`src/rtl/key_reg_loader.sv`:
```
// Serial key loader: shifts in a KEY_WIDTH-bit key MSB-first plus an even-parity bit,
// and commits it to the keyIn bus only when the parity checks clean.
module key_reg_loader #(
  parameter int KEY_WIDTH = 32,
  parameter int CNT_W     = 6
) (
  input  logic                 i_clk,
  input  logic                 i_rst,
  input  logic                 i_load_start,
  input  logic                 i_key_bit,
  input  logic                 i_key_bit_valid,
  output logic                 o_key_bit_ready,
  output logic [KEY_WIDTH-1:0] o_key_out,
  output logic                 o_key_valid,
  output logic                 o_load_busy,
  output logic                 o_load_err,
  output logic [CNT_W-1:0]     o_bit_count
);

  typedef enum logic [1:0] {
    IDLE  = 2'd0,
    SHIFT = 2'd1,
    CHECK = 2'd2
  } state_t;

  localparam logic [CNT_W-1:0] DATA_BITS = CNT_W'(KEY_WIDTH);

  state_t               r_state;
  logic [KEY_WIDTH-1:0] r_shadow;
  logic [KEY_WIDTH-1:0] r_key;
  logic                 r_parity;
  logic                 r_key_valid;
  logic                 r_busy;
  logic                 r_err;
  logic [CNT_W-1:0]     r_count;

  state_t               w_state_nxt;
  logic [KEY_WIDTH-1:0] w_shadow_nxt;
  logic [KEY_WIDTH-1:0] w_key_nxt;
  logic                 w_parity_nxt;
  logic                 w_key_valid_nxt;
  logic                 w_busy_nxt;
  logic                 w_err_nxt;
  logic [CNT_W-1:0]     w_count_nxt;
  logic                 w_accept;
  logic                 w_parity_ok;

  assign w_accept    = (r_state == SHIFT) && i_key_bit_valid;
  assign w_parity_ok = ~((^r_shadow) ^ r_parity);

  always_ff @(posedge i_clk or posedge i_rst) begin
    if (i_rst) begin
      r_state     <= IDLE;
      r_shadow    <= '0;
      r_key       <= '0;
      r_parity    <= 1'b0;
      r_key_valid <= 1'b0;
      r_busy      <= 1'b0;
      r_err       <= 1'b0;
      r_count     <= '0;
    end else begin
      r_state     <= w_state_nxt;
      r_shadow    <= w_shadow_nxt;
      r_key       <= w_key_nxt;
      r_parity    <= w_parity_nxt;
      r_key_valid <= w_key_valid_nxt;
      r_busy      <= w_busy_nxt;
      r_err       <= w_err_nxt;
      r_count     <= w_count_nxt;
    end
  end

  // load_start wins over everything, including a bit offered in the same cycle,
  // so an abort always restarts from a clean shadow and a zero count.
  always_comb begin
    w_state_nxt     = r_state;
    w_shadow_nxt    = r_shadow;
    w_key_nxt       = r_key;
    w_parity_nxt    = r_parity;
    w_key_valid_nxt = r_key_valid;
    w_busy_nxt      = r_busy;
    w_err_nxt       = r_err;
    w_count_nxt     = r_count;

    if (i_load_start) begin
      w_state_nxt  = SHIFT;
      w_shadow_nxt = '0;
      w_parity_nxt = 1'b0;
      w_count_nxt  = '0;
      w_err_nxt    = 1'b0;
      w_busy_nxt   = 1'b1;
    end else begin
      case (r_state)
        SHIFT: begin
          if (w_accept) begin
            if (r_count < DATA_BITS) begin
              w_shadow_nxt = {r_shadow[KEY_WIDTH-2:0], i_key_bit};
            end else begin
              w_parity_nxt = i_key_bit;
              w_state_nxt  = CHECK;
            end
            w_count_nxt = r_count + CNT_W'(1);
          end
        end
        CHECK: begin
          if (w_parity_ok) begin
            w_key_nxt       = r_shadow;
            w_key_valid_nxt = 1'b1;
          end else begin
            w_err_nxt = 1'b1;
          end
          w_busy_nxt  = 1'b0;
          w_state_nxt = IDLE;
        end
        default: begin
          w_state_nxt = IDLE;
        end
      endcase
    end
  end

  assign o_key_bit_ready = (r_state == SHIFT);
  assign o_key_out       = r_key;
  assign o_key_valid     = r_key_valid;
  assign o_load_busy     = r_busy;
  assign o_load_err      = r_err;
  assign o_bit_count     = r_count;

endmodule

```
`config.mk`:
```
export PLATFORM = sky130hd
export DESIGN_NAME = key_reg_loader
export DESIGN_NICKNAME = d
export VERILOG_FILES = /design/src/rtl/key_reg_loader.sv
export SDC_FILE = /design/constraint.sdc
export NUM_CORES = 1
export LEC_CHECK = 0
export ABC_AREA = 1
export ABC_CLOCK_PERIOD_IN_PS = 2600
export BUFFER_PORTS_ARGS = -buffer_cell sky130_fd_sc_hd__buf_2
export CORE_UTILIZATION = 45
export CTS_BUF_LIST = sky130_fd_sc_hd__clkbuf_16
export CTS_CLUSTER_SIZE = 14
export DETAILED_ROUTE_END_ITERATION = 16
export PLACE_DENSITY_LB_ADDON = 0.25
export SLEW_MARGIN = 20
export SYNTH_ARGS = -nofsm -noshare
export SYNTH_HDL_FRONTEND = slang
export SYNTH_SLANG_ARGS = --single-unit
```
`constraint.sdc`:
```
create_clock -name i_clk -period 2.6 [get_ports i_clk]
set_clock_uncertainty 0.15 [all_clocks]
set_input_delay 0.39 -clock i_clk [delete_from_list [all_inputs] [get_ports i_clk]]
set_output_delay 0.39 -clock i_clk [all_outputs]
set_load 0.05 [all_outputs]
```
Word level (Yosys, flattened, before mapping)
Cells that the tools add are included.
- flip-flop bits (word level): 76
- input bits: 5
- output and inout port bits: 42
- logic and storage cells: 51
- $add $sub $neg: 1
- magnitude comparators: 1
- equal/unequal tests: 5
- mux-type cells: 20
- bitwise gates (word level): 3
- reductions and logical operators: 13
- operators with widths (operator ; number):
    $mux 32 ; 4
    $reduce_xor 32->1 ; 1
    $mux 6 ; 3
    $reduce_bool 2->1 ; 5
    $mux 1 ; 9
    $reduce_and 3->1 ; 3
    $mux 2 ; 4
    $add 6x1->6 const B ; 1
    $lt 6x6->1 const B ; 1
    $reduce_and 2->1 ; 3
    $ne 3x2->1 const B ; 1
    $ne 3x3->1 const B ; 1
    $eq 2x1->1 const B ; 1
    $eq 2x2->1 const B ; 1
    $ne 2x2->1 const B ; 1
    $not 1->1 ; 2
    $logic_and 1x1->1 ; 1
    $xor 1x1->1 ; 1

Logic depth before layout (Yosys ltp)
Gate-level depths: netlist of the first run.
- depth in word-level cells: 5
- depth in mapped cells: 16
- gate-level depth less buffers: 15

Worst setup path before layout of the first run
No wires, ideal clock.
- path kind: register -> register
- start: register r_state[1]
- end: register r_shadow[16]
- library setup time: 130 ps
- arrival: 1780 ps
- required time: 2320 ps
- path slack: 540 ps
- stages on the path, launching flop included: 8
- path buffers: 1
- period minus slack after synthesis: 2060 ps
- path through: dfrtp_1 inv_1 nand2_1 inv_1 nand2_1 o21ai_0 clkbuf_1 o21ai_0
- word-level cells in the longest chain between the ends: 4
- elaborated cells between the ends (all ways): 5
- those cells by class: 1 x eq/ne; 4 x reduce/logical
- ends and longest elaborated chain (what ; line ; RTL):
    start, declared ; 28 ; state_t r_state;
    start signal, assigned ; 62 ; r_state <= w_state_nxt;
    $eq 2x1->1 (*) ; -- ;
    named net o_key_bit_ready ; 12 ; output logic o_key_bit_ready,
    $logic_and 1x1->1 ; 48 ; assign w_accept = (r_state == SHIFT) && i_key_bit_valid;
    $reduce_bool 2->1 (no line) ; -- ;
    $reduce_and 3->1 (no line) (*) ; -- ;
    end signal, assigned ; 63 ; r_shadow <= w_shadow_nxt;
    end, declared ; 29 ; logic [KEY_WIDTH-1:0] r_shadow;
The timed path passes the listed nets; every way through them passes the cells marked *.
A chain may end at the register's enable or synchronous reset.

Worst setup path in the final report of the first run
- start: register r_shadow[0]
- end: register r_key[6], in the netlist o_key_out[6]
- word-level cells in the longest chain between the ends: 4
- ends and longest elaborated chain (what ; line ; RTL):
    $reduce_xor 32->1 ; 49 ; assign w_parity_ok = ~((^r_shadow) ^ r_parity);
    $xor 1x1->1 ; 49 ;
    $not 1->1 (no line) ; -- ;
    $reduce_and 3->1 (no line) ; -- ;
    end signal, assigned ; 64 ; r_key <= w_key_nxt;
    end, declared ; 30 ; logic [KEY_WIDTH-1:0] r_key;
Every way passes these cells.

==> results.cfg, run 1 <==
[run_status]
run_status = completed

[clock_tree]
cts_buffer_depth = 2
path_clk_slew_ps = 60
clock_latency_ps = 330
cts_resized = 0
clkSinkCount = 76
post_cts_buffers = 0
cts_root_buf = clkbuf_16
cts-buffers-inserted = 9
cts_tree = yes
cts.htree.levels = 3

[grt]
antenna_found_initial = 0
overflow = 0
gr-usage-all-layers_pct = 21.2
grt_max_degree = 41
grt_pass1_wl_um = 14400
grt_pass1_vias = 3144

[placement]
place_area_um2 = 4130
portBuffers = 46
place.gp.congestion = 0.765
hpwl_um = 5490

[layout]
finish.instance_area_um2 = 4450
n_antenna_cell = 0
fill_cells = 770
drive_above_1_share_pct = 15.2
mostFrequentLayoutCells = nand2_1 (218), dfrtp_1 (76), buf_2 (46)
final_common_cell = nand2_1
fin_nets = 554
area_growth_pct = 17.2

[routing]
wire_per_inst_um = 12.9
drt_iter0_drc = 174
routed_via_density = 5.05
dr.pass1.iters = 4
vias = 3324
drc = 0
drtAntennaViolNets = 0
wl_um = 8510

[setup_path]
cp-end-kind = flip-flop
arrival_ps = 2240
criticalPathCategory = reg2reg
worstPathMaxFanout = 33
r2r_cells = 12
startpoint_type = flip-flop
worstPathRequired_ps = 2720

[die]
die_h_um = 93.8
ioPinCount = 47
start_util_pct = 46.4
die_width_um = 93.8
core_area_um2 = 8180
die_area_um2 = 8800
rows = 33

[sta]
setup_viol = 0
period_needed_ps = 2130
slew_headroom_pct = 67.8
hold_viol_final = 0
tns_ps = 0
slew_violations = 0
tightest_slew_ps = 483
fmax_mhz = 470
rsz0062_at_grt = false
finalCritPeriodShare_pct = 81.8

[flow_run]
drv_cap = 0

[power_and_ir_drop]
peakVddDrop_v = 0.000323
power_density_nw_per_um2 = 599
p_leak_nw = 2.42
total_power_mw = 2.67

[yosys]
synth_area_um2 = 3790
ys_ff_latch = 76
synthCells = 503
syn_area_per_cell_um2 = 7.54
syn_nets = 509
yosysWarnings = 0
ys_types = 20
seq_area_frac_synth_pct = 50.1

[worst_hold_path]
min_path_cells = 2
hp-class = in2reg
==> area by class of cell <==
class,count,area (um2),area share [%]
Multi-Input combinational cell,357,1610,36.1
Timing Repair Buffer,56,320,7.20
Tap cell,105,131,2.95
Clock inverter,7,83.8,1.88
Sequential cell,76,1900,42.7
Inverter,48,180,4.05
Clock buffer,9,225,5.06
==> logic make-up (layout without fill, tap and decap cells) <==
| group | Yosys count | in the layout | share of synthesized area, % |
|---|---|---|---|
| AO/OA/AOI/OAI | 44 | 44 | 5.80 |
| XOR/XNOR | 8 | 8 | 1.85 |
| adder cells (fa/ha/maj) | 1 | 1 | 0.330 |
| buffers and inverters | 70 | 120 | 7.72 |
| flip-flops | 76 | 76 | 50.1 |
| AND/OR/NAND/NOR | 304 | 304 | 34.2 |
==> critical path: stages (launching register included) <==
cell and delay (ps):
dfrtp_1 440, xnor2_1 250, nand2_1 100, nand2_1 80
nand2_1 50, nand2_1 100, inv_2 30, nand2_1 90
nand2_1 70, nand2_2 90, buf_4 340, nand4_1 160
nand2_1 100
==> per-stage QoR <==
| stage | hold slack, ps | utilization (%) | instances | setup WS (ps) |
|---|---|---|---|---|
| after floorplan | 303 | - | 503 | 122 |
| after global placement | 203 | 50.5 | 641 | 544 |
| final | 202 | 54.4 | 658 | 474 |
| after CTS | 198 | 54.4 | 658 | 453 |
| after detailed placement | 207 | 50.5 | 641 | 505 |
| after global routing | 219 | 54.4 | 658 | 218 |
==> synth_stat cells <==
cell / instances / area share, %
nand2_2: 1 / 0.16
xor2_1: 4 / 0.92
xnor2_1: 4 / 0.92
inv_2: 11 / 1.1
buf_6: 3 / 0.89
a21oi_1: 5 / 0.66
nand3_1: 37 / 4.9
ha_1: 1 / 0.33
nand4_1: 32 / 5.3
dfrtp_1: 76 / 50
clkbuf_1: 13 / 1.3
nor2_1: 12 / 1.2
inv_1: 37 / 3.7
nor3_2: 1 / 0.26
nand2_1: 218 / 22
nand3_2: 1 / 0.26
nor3_1: 1 / 0.13
buf_2: 6 / 0.79
o21ai_0: 39 / 5.1
nand3_4: 1 / 0.46
==> power by group <==
part	internal [mW]	switching, mW
registers	1.19	0.0101
logic	0.0397	0.134
clock network	0.828	0.464
==> flip-flops by register name, indices dropped and copies added, names as in the netlist <==
signal and flops:
o_load_err 1, r_shadow 32, r_parity 1, o_key_valid 1, r_state 2, o_load_busy 1, o_bit_count 6, o_key_out 32
==> worst paths after layout <==
| path | startpoint | to | slack [ps] |
|---|---|---|---|
| worst max-delay path | r_shadow[0]$_DFFE_PP0P_ | o_key_out[6]$_DFFE_PP0P_ | 470 |
| worst min-delay path | i_load_start | r_state[1]$_DFFE_PP0P_ | 200 |
| worst max register to register | r_shadow[0]$_DFFE_PP0P_ | o_key_out[6]$_DFFE_PP0P_ | 470 |
| worst min register to register | o_key_valid$_DFFE_PP0P_ | o_key_valid$_DFFE_PP0P_ | 310 |
| max in group asynchronous | i_rst | r_shadow[31]$_DFFE_PP0P_ | 1260 |
| min in group asynchronous | i_rst | o_key_out[13]$_DFFE_PP0P_ | 400 |
==> per-layer routing <==
| layer | track usage, % | routed length [um] |
|---|---|---|
| met1 | 26.8 | 4040 |
| met3 | 3.40 | 223 |
| met4 | 8.85 | 142 |
| met5 | 0 | 0 |
| met2 | 35.9 | 4100 |
==> what timing repair did <==
| item | 4_1_cts | 5_1_grt |
|---|---|---|
| endpoints found under the setup margin | 0 | 0 |
| hold endpoints to repair | 11 | 0 |
| hold buffers | 1 | 0 |
Note: power is estimated with default switching activity, not from simulation.
==> run 2, diff against run 1 <==
--- a/config.mk
+++ b/config.mk
@@ -6,7 +6,7 @@
 export NUM_CORES = 1
 export LEC_CHECK = 0
 export ABC_AREA = 1
-export ABC_CLOCK_PERIOD_IN_PS = 2600
+export ABC_CLOCK_PERIOD_IN_PS = 2000
 export BUFFER_PORTS_ARGS = -buffer_cell sky130_fd_sc_hd__buf_2
 export CORE_UTILIZATION = 45
 export CTS_BUF_LIST = sky130_fd_sc_hd__clkbuf_16
==> constraint.sdc (replaced) <==
create_clock -name i_clk -period 2 [get_ports i_clk]
set_clock_uncertainty 0.15 [all_clocks]
set_input_delay 0.3 -clock i_clk [delete_from_list [all_inputs] [get_ports i_clk]]
set_output_delay 0.3 -clock i_clk [all_outputs]
set_load 0.05 [all_outputs]
==> run 2 against run 1 <==
  * Sequential power is 30% higher
  * Clock power is 9% higher
  * Sequential cell count stayed put
  * Critical path depth is 3 higher
  * Routed wire length is 0.40% higher
  * Count of clock-buffer cells in the layout stayed put
  * Highest routed layer unchanged
  * Total power is 20% higher
  * Cell area is 3.0% higher
  * Combinational power is 43% higher
==> results.cfg, run 2 (synthesis results as in run 1) <==
[run_status]
run_status = completed

[routing]
dr.pass1.iters = 4
wire_per_inst_um = 12.8
vias = 3412
drt_iter0_drc = 133
drtAntennaViolNets = 0
wl_um = 8550
routed_via_density = 5.10
drc = 0

[clock_tree]
path_clk_slew_ps = 60
clkSinkCount = 76
cts-buffers-inserted = 9
cts.htree.levels = 3
cts_root_buf = clkbuf_16
clock_latency_ps = 330
cts_buffer_depth = 2
cts_tree = yes

[layout]
drive_above_1_share_pct = 18.3
utilization_pct = 56.1
fin_nets = 566
area_growth_pct = 20.8
regArea_um2 = 1900
fill_cells = 812
final_common_cell = nand2_1
stdcell_count = 669
n_antenna_cell = 0
mostFrequentLayoutCells = nand2_1 (215), dfrtp_1 (74), buf_2 (46)
multi_input_area_um2 = 1640

[die]
die_h_um = 93.8
die_width_um = 93.8
ioPinCount = 47
start_util_pct = 46.4
core_area_um2 = 8180
rows = 33
die_area_um2 = 8800

[power_and_ir_drop]
power_density_nw_per_um2 = 700
p_leak_nw = 2.49
total_power_mw = 3.21
peakVddDrop_v = 0.000423

[setup_path]
worst_path_max_delay_cell = dfrtp_1
crit_chain = inv_2, nand2_1, nand2_1, nand2_1, nand2_1, nand2_1, nand2_1, nand2_1, nand2_2, inv_1, nand3_4, nand3_4, buf_12, nand2_1, nand2_1
worstPathRequired_ps = 2070
arrival_ps = 2050
criticalPathCategory = reg2reg
cp-end-kind = flip-flop
cp_slowest_stage_delay_ps = 440
cp_common_cell = nand2_1
startpoint_type = flip-flop
worstPathMaxFanout = 17

[sta]
timing.final.ws_setup_ps = 16.5
tns_ps = 0
finalCritPeriodShare_pct = 99.2
slew_headroom_pct = 72.0
period_needed_ps = 1980
setup_viol = 0
hold_viol_final = 0
slew_violations = 0
rsz0062_at_grt = true
fmax_mhz = 504
tightest_slew_ps = 420

[placement]
place.gp.congestion = 0.797
portBuffers = 46
pre_cts_ws_ps = 43.9
hpwl_um = 5590
dpl.cell_count = 646

[grt]
grt_max_degree = 77
gr-usage-all-layers_pct = 20.5
overflow = 0
grt_pass1_vias = 3107
grt_pass1_wl_um = 14000
antenna_found_initial = 0

[flow_run]
drv_cap = 0

[worst_hold_path]
hp-class = in2reg
run 2: changes by cell type in the layout (fill, tap and decap cells not counted), sizes merged:
| cell | change |
|---|---|
| buf | +12 |
| inv | -2 |
| clkinvlp | +1 |
| clkinv | +2 |
| bufinv | -2 |
run 2: timing repair:
action | CTS | global route
gates resized for setup | 0 | 10
buffers inserted | 0 | 7
endpoints found under the setup margin | 0 | 34
hold buffers | 1 | 0
hold endpoints to repair | 76 | 0
run 2: per-layer routing:
metal / track usage, % / part of all wire [%] / vias to the layer above
met3: 4.21 / 4.9 / 9
met4: 6.79 / 1.1 / 0
li1: - / - / 1728
met2: 36.1 / 51 / 92
met1: 24.9 / 43 / 1583
met5: 0 / 0 / -
run 2: layout make-up:
type                       instances  share of cell area, %
sequential                        76                   41.6
multi-input combinational        357                   35.7
inverter                          48                   4.10
clock inverter                     6                  0.546
clock buffer                       9                   4.91
timing repair buffer              68                   10.3
tap                              105                   2.87
run 2: power breakdown:
group          internal (mW)  switching (mW)
sequential              1.55          0.0140
clock                  0.810           0.588
combinational         0.0736           0.175
total                   2.43           0.777
run 2: final timing paths:
check	from	end	slack (ps)	depth (start not counted)
max	r_shadow[15]$_DFFE_PP0P_	o_key_out[12]$_DFFE_PP0P_	20	15
min	i_load_start	o_bit_count[1]$_DFFE_PP0P_	100	2
max reg2reg	r_shadow[15]$_DFFE_PP0P_	o_key_out[12]$_DFFE_PP0P_	20	15
min reg2reg	o_key_out[8]$_DFFE_PP0P_	o_key_out[8]$_DFFE_PP0P_	310	2
max in group asynchronous	i_rst	o_key_out[12]$_DFFE_PP0P_	900	4
min in group asynchronous	i_rst	o_key_out[19]$_DFFE_PP0P_	470	4
run 2: stage by stage:
step	hold slack (ps)	cell area, um2
floorplan	213	3800
global placement	291	4240
detailed placement	298	4240
CTS	90.4	4500
global route	98.2	4580
finish	98.1	4580
run 2: critical path, delay by kind of cell, from the launching register on:
kind                   cells  cell delay (ps)
AND/OR/NAND/NOR           12              970
flip-flops                 1              440
buffers and inverters      3              340
==> run 3, diff against run 2 <==
--- a/config.mk
+++ b/config.mk
@@ -5,7 +5,6 @@
 export SDC_FILE = /design/constraint.sdc
 export NUM_CORES = 1
 export LEC_CHECK = 0
-export ABC_AREA = 1
 export ABC_CLOCK_PERIOD_IN_PS = 2000
 export BUFFER_PORTS_ARGS = -buffer_cell sky130_fd_sc_hd__buf_2
 export CORE_UTILIZATION = 45
==> run 3 against run 2 <==
  * The run now ends with negative setup slack left
  * Non-clock buffer count grew 26
  * Sequential share of layout area up 2.1 points
  * First-iteration DRC count shrank 14%
  * Critical endpoint is now o_key_out[29]$_DFFE_PP0P_
  * Critical path depth is 8 lower
  * Sequential power about the same
  * Worst setup slack worse by 500 ps
  * Synthesized cell count fell by 42%
  * Via count is 31% lower
  * Fmax down 20%
==> results.cfg, run 3 <==
[sta]
finalCritPeriodShare_pct = 124
hold_viol_final = 0
setup_viol = 34
slew_violations = 0
period_needed_ps = 2480
slew_headroom_pct = 58.9
timing.final.ws_setup_ps = -484
rsz0062_at_grt = true
tightest_slew_ps = 617
fmax_mhz = 403

[yosys]
synth_area_leaders = dfrtp_1 (58%), mux2_2 (11%), nand2_1 (8.1%)
syn_nets = 297
synth_flop_cell = dfrtp_1
synth.top_cell.area_share_pct = 58.0
synth_edf_count = 0
synth_area_um2 = 3280
ys_ff_latch = 76
syn_area_per_cell_um2 = 11.3
seq_area_frac_synth_pct = 58.0
ys_types = 22
synth_most_common_cell = dfrtp_1
ys_async_sr_fraction_pct = 100
yosysWarnings = 0
synthCells = 291
synthTopCellsByCount = dfrtp_1 (76), nand2_1 (71), a21oi_1 (33)
yosysTopAreaCell = dfrtp_1

[layout]
stdcell_count = 481
mostFrequentLayoutCells = dfrtp_1 (76), nand2_1 (71), buf_2 (46)
final_common_cell = dfrtp_1
fin_nets = 386
finish.instance_area_um2 = 4360
regArea_um2 = 1900
fill_cells = 591
area_growth_pct = 33.0
n_antenna_cell = 0
multi_input_area_um2 = 1360
drive_above_1_share_pct = 37.7

[grt]
antenna_found_initial = 0
overflow = 0
grt_pass1_wl_um = 10800
gr-usage-all-layers_pct = 19.0
grt_max_degree = 77
grt_pass1_vias = 2266

[placement]
portBuffers = 46
dpl.cell_count = 461
place.gp.congestion = 0.695
hpwl_um = 4060
pre_cts_ws_ps = -527
place_area_um2 = 3920

[run_status]
violations = negative setup slack
run_status = finished, violations left

[routing]
drc = 0
wl_met2_um = 2920
drt_iter0_drc = 114
wl_um = 6440
topRoutingLayerUsed = met4
dr.pass1.iters = 4
drtAntennaViolNets = 0
routed_via_density = 4.86
wl_met3_um = 268
vias = 2340
wire_per_inst_um = 13.4
met1_length_um = 3130

[setup_path]
cp-end-kind = flip-flop
worstPathMaxFanout = 17
arrival_ps = 2550
criticalPathCategory = reg2reg
startpoint_type = flip-flop
worstPathRequired_ps = 2060

[die]
die_width_um = 87.4
core_area_um2 = 6910
rows = 30
die_h_um = 87.4
start_util_pct = 47.5
ioPinCount = 47
die_area_um2 = 7630

[worst_hold_path]
hp-class = in2reg

[power_and_ir_drop]
p_leak_nw = 2.15
peakVddDrop_v = 0.000440
power_density_nw_per_um2 = 799

[clock_tree]
cts_tree = yes
cts_buffer_depth = 2
cts.htree.levels = 3
cts_root_buf = clkbuf_16
clkSinkCount = 76
cts-buffers-inserted = 9
path_clk_slew_ps = 60
clock_latency_ps = 330

[flow_run]
drv_cap = 0
==> run 3: routing by layer <==
metal	vias up	track usage, %
li1	1128	-
met1	1151	26.4
met2	51	28.0
met3	10	4.27
met4	0	9.39
met5	-	0
==> run 3: area by class of cell <==
type / count / share of cell area [%]
flip-flops and latches: 76 / 43.6
repair buffers: 94 / 14.7
clock inverters: 7 / 2.41
clock buffers: 9 / 5.16
inverters: 2 / 0.258
multi-input cells: 197 / 31.1
well taps: 96 / 2.75
==> run 3: through the flow <==
step / hold WS [ps] / utilization, % / TNS (ps) / total power, mW
6_report: 92.5 / 63.1 / -15540 / 3.49
5_1_grt: 108 / 63.1 / -18760 / 3.59
4_1_cts: 81.8 / 62.9 / -15680 / 3.51
3_5_place_dp: 295 / 56.8 / -16880 / 1.71
3_3_place_gp: 292 / 56.8 / -14310 / 1.71
2_1_floorplan: 281 / - / -11680 / 1.67
==> run 3: critical path, stage by stage (launching register included) <==
cell     delay (ps)
dfrtp_1         410
xnor2_2         160
xnor2_1         190
xnor2_1         150
xnor3_2         490
mux2i_4         270
buf_12          200
mux2_2          340
==> run 3: logic make-up after synthesis <==
kind of cell | Yosys count | synth area share, %
XOR/XNOR | 35 | 10.2
adder cells (fa/ha/maj) | 1 | 0.382
flip-flops | 76 | 58.0
multiplexers | 34 | 12.0
buffers and inverters | 18 | 2.75
AND/OR/NAND/NOR | 93 | 11.3
AO/OA/AOI/OAI | 34 | 5.31
==> run 3: final timing paths <==
path                                          start                         end  slack, ps  cells after the start
setup / recovery           r_shadow[30]$_DFFE_PP0P_   o_key_out[29]$_DFFE_PP0P_       -480                      7
hold / removal                            i_key_bit     r_shadow[0]$_DFFE_PP0P_         90                      3
setup reg to reg           r_shadow[30]$_DFFE_PP0P_   o_key_out[29]$_DFFE_PP0P_       -480                      7
hold reg to reg             o_key_valid$_DFFE_PP0P_     o_key_valid$_DFFE_PP0P_        320                      1
max in group asynchronous                     i_rst   o_key_out[27]$_DFFE_PP0P_        920                      4
min in group asynchronous                     i_rst  o_bit_count[5]$_DFFE_PP0P_        480                      4
==> run 3: power by group <==
part	leakage, nW	switching, mW	internal [mW]
clock network	0.160	0.592	1.20
logic	0.945	0.101	0.0418
registers	1.05	0.00607	1.54
==> run 3: what timing repair did <==
action / 4_1_cts / 5_1_grt
endpoints found under the hold margin: 76 / 0
resized for setup: 15 / 3
setup buffers: 2 / 1
endpoints found under the setup margin: 34 / 34
hold buffers: 1 / 0
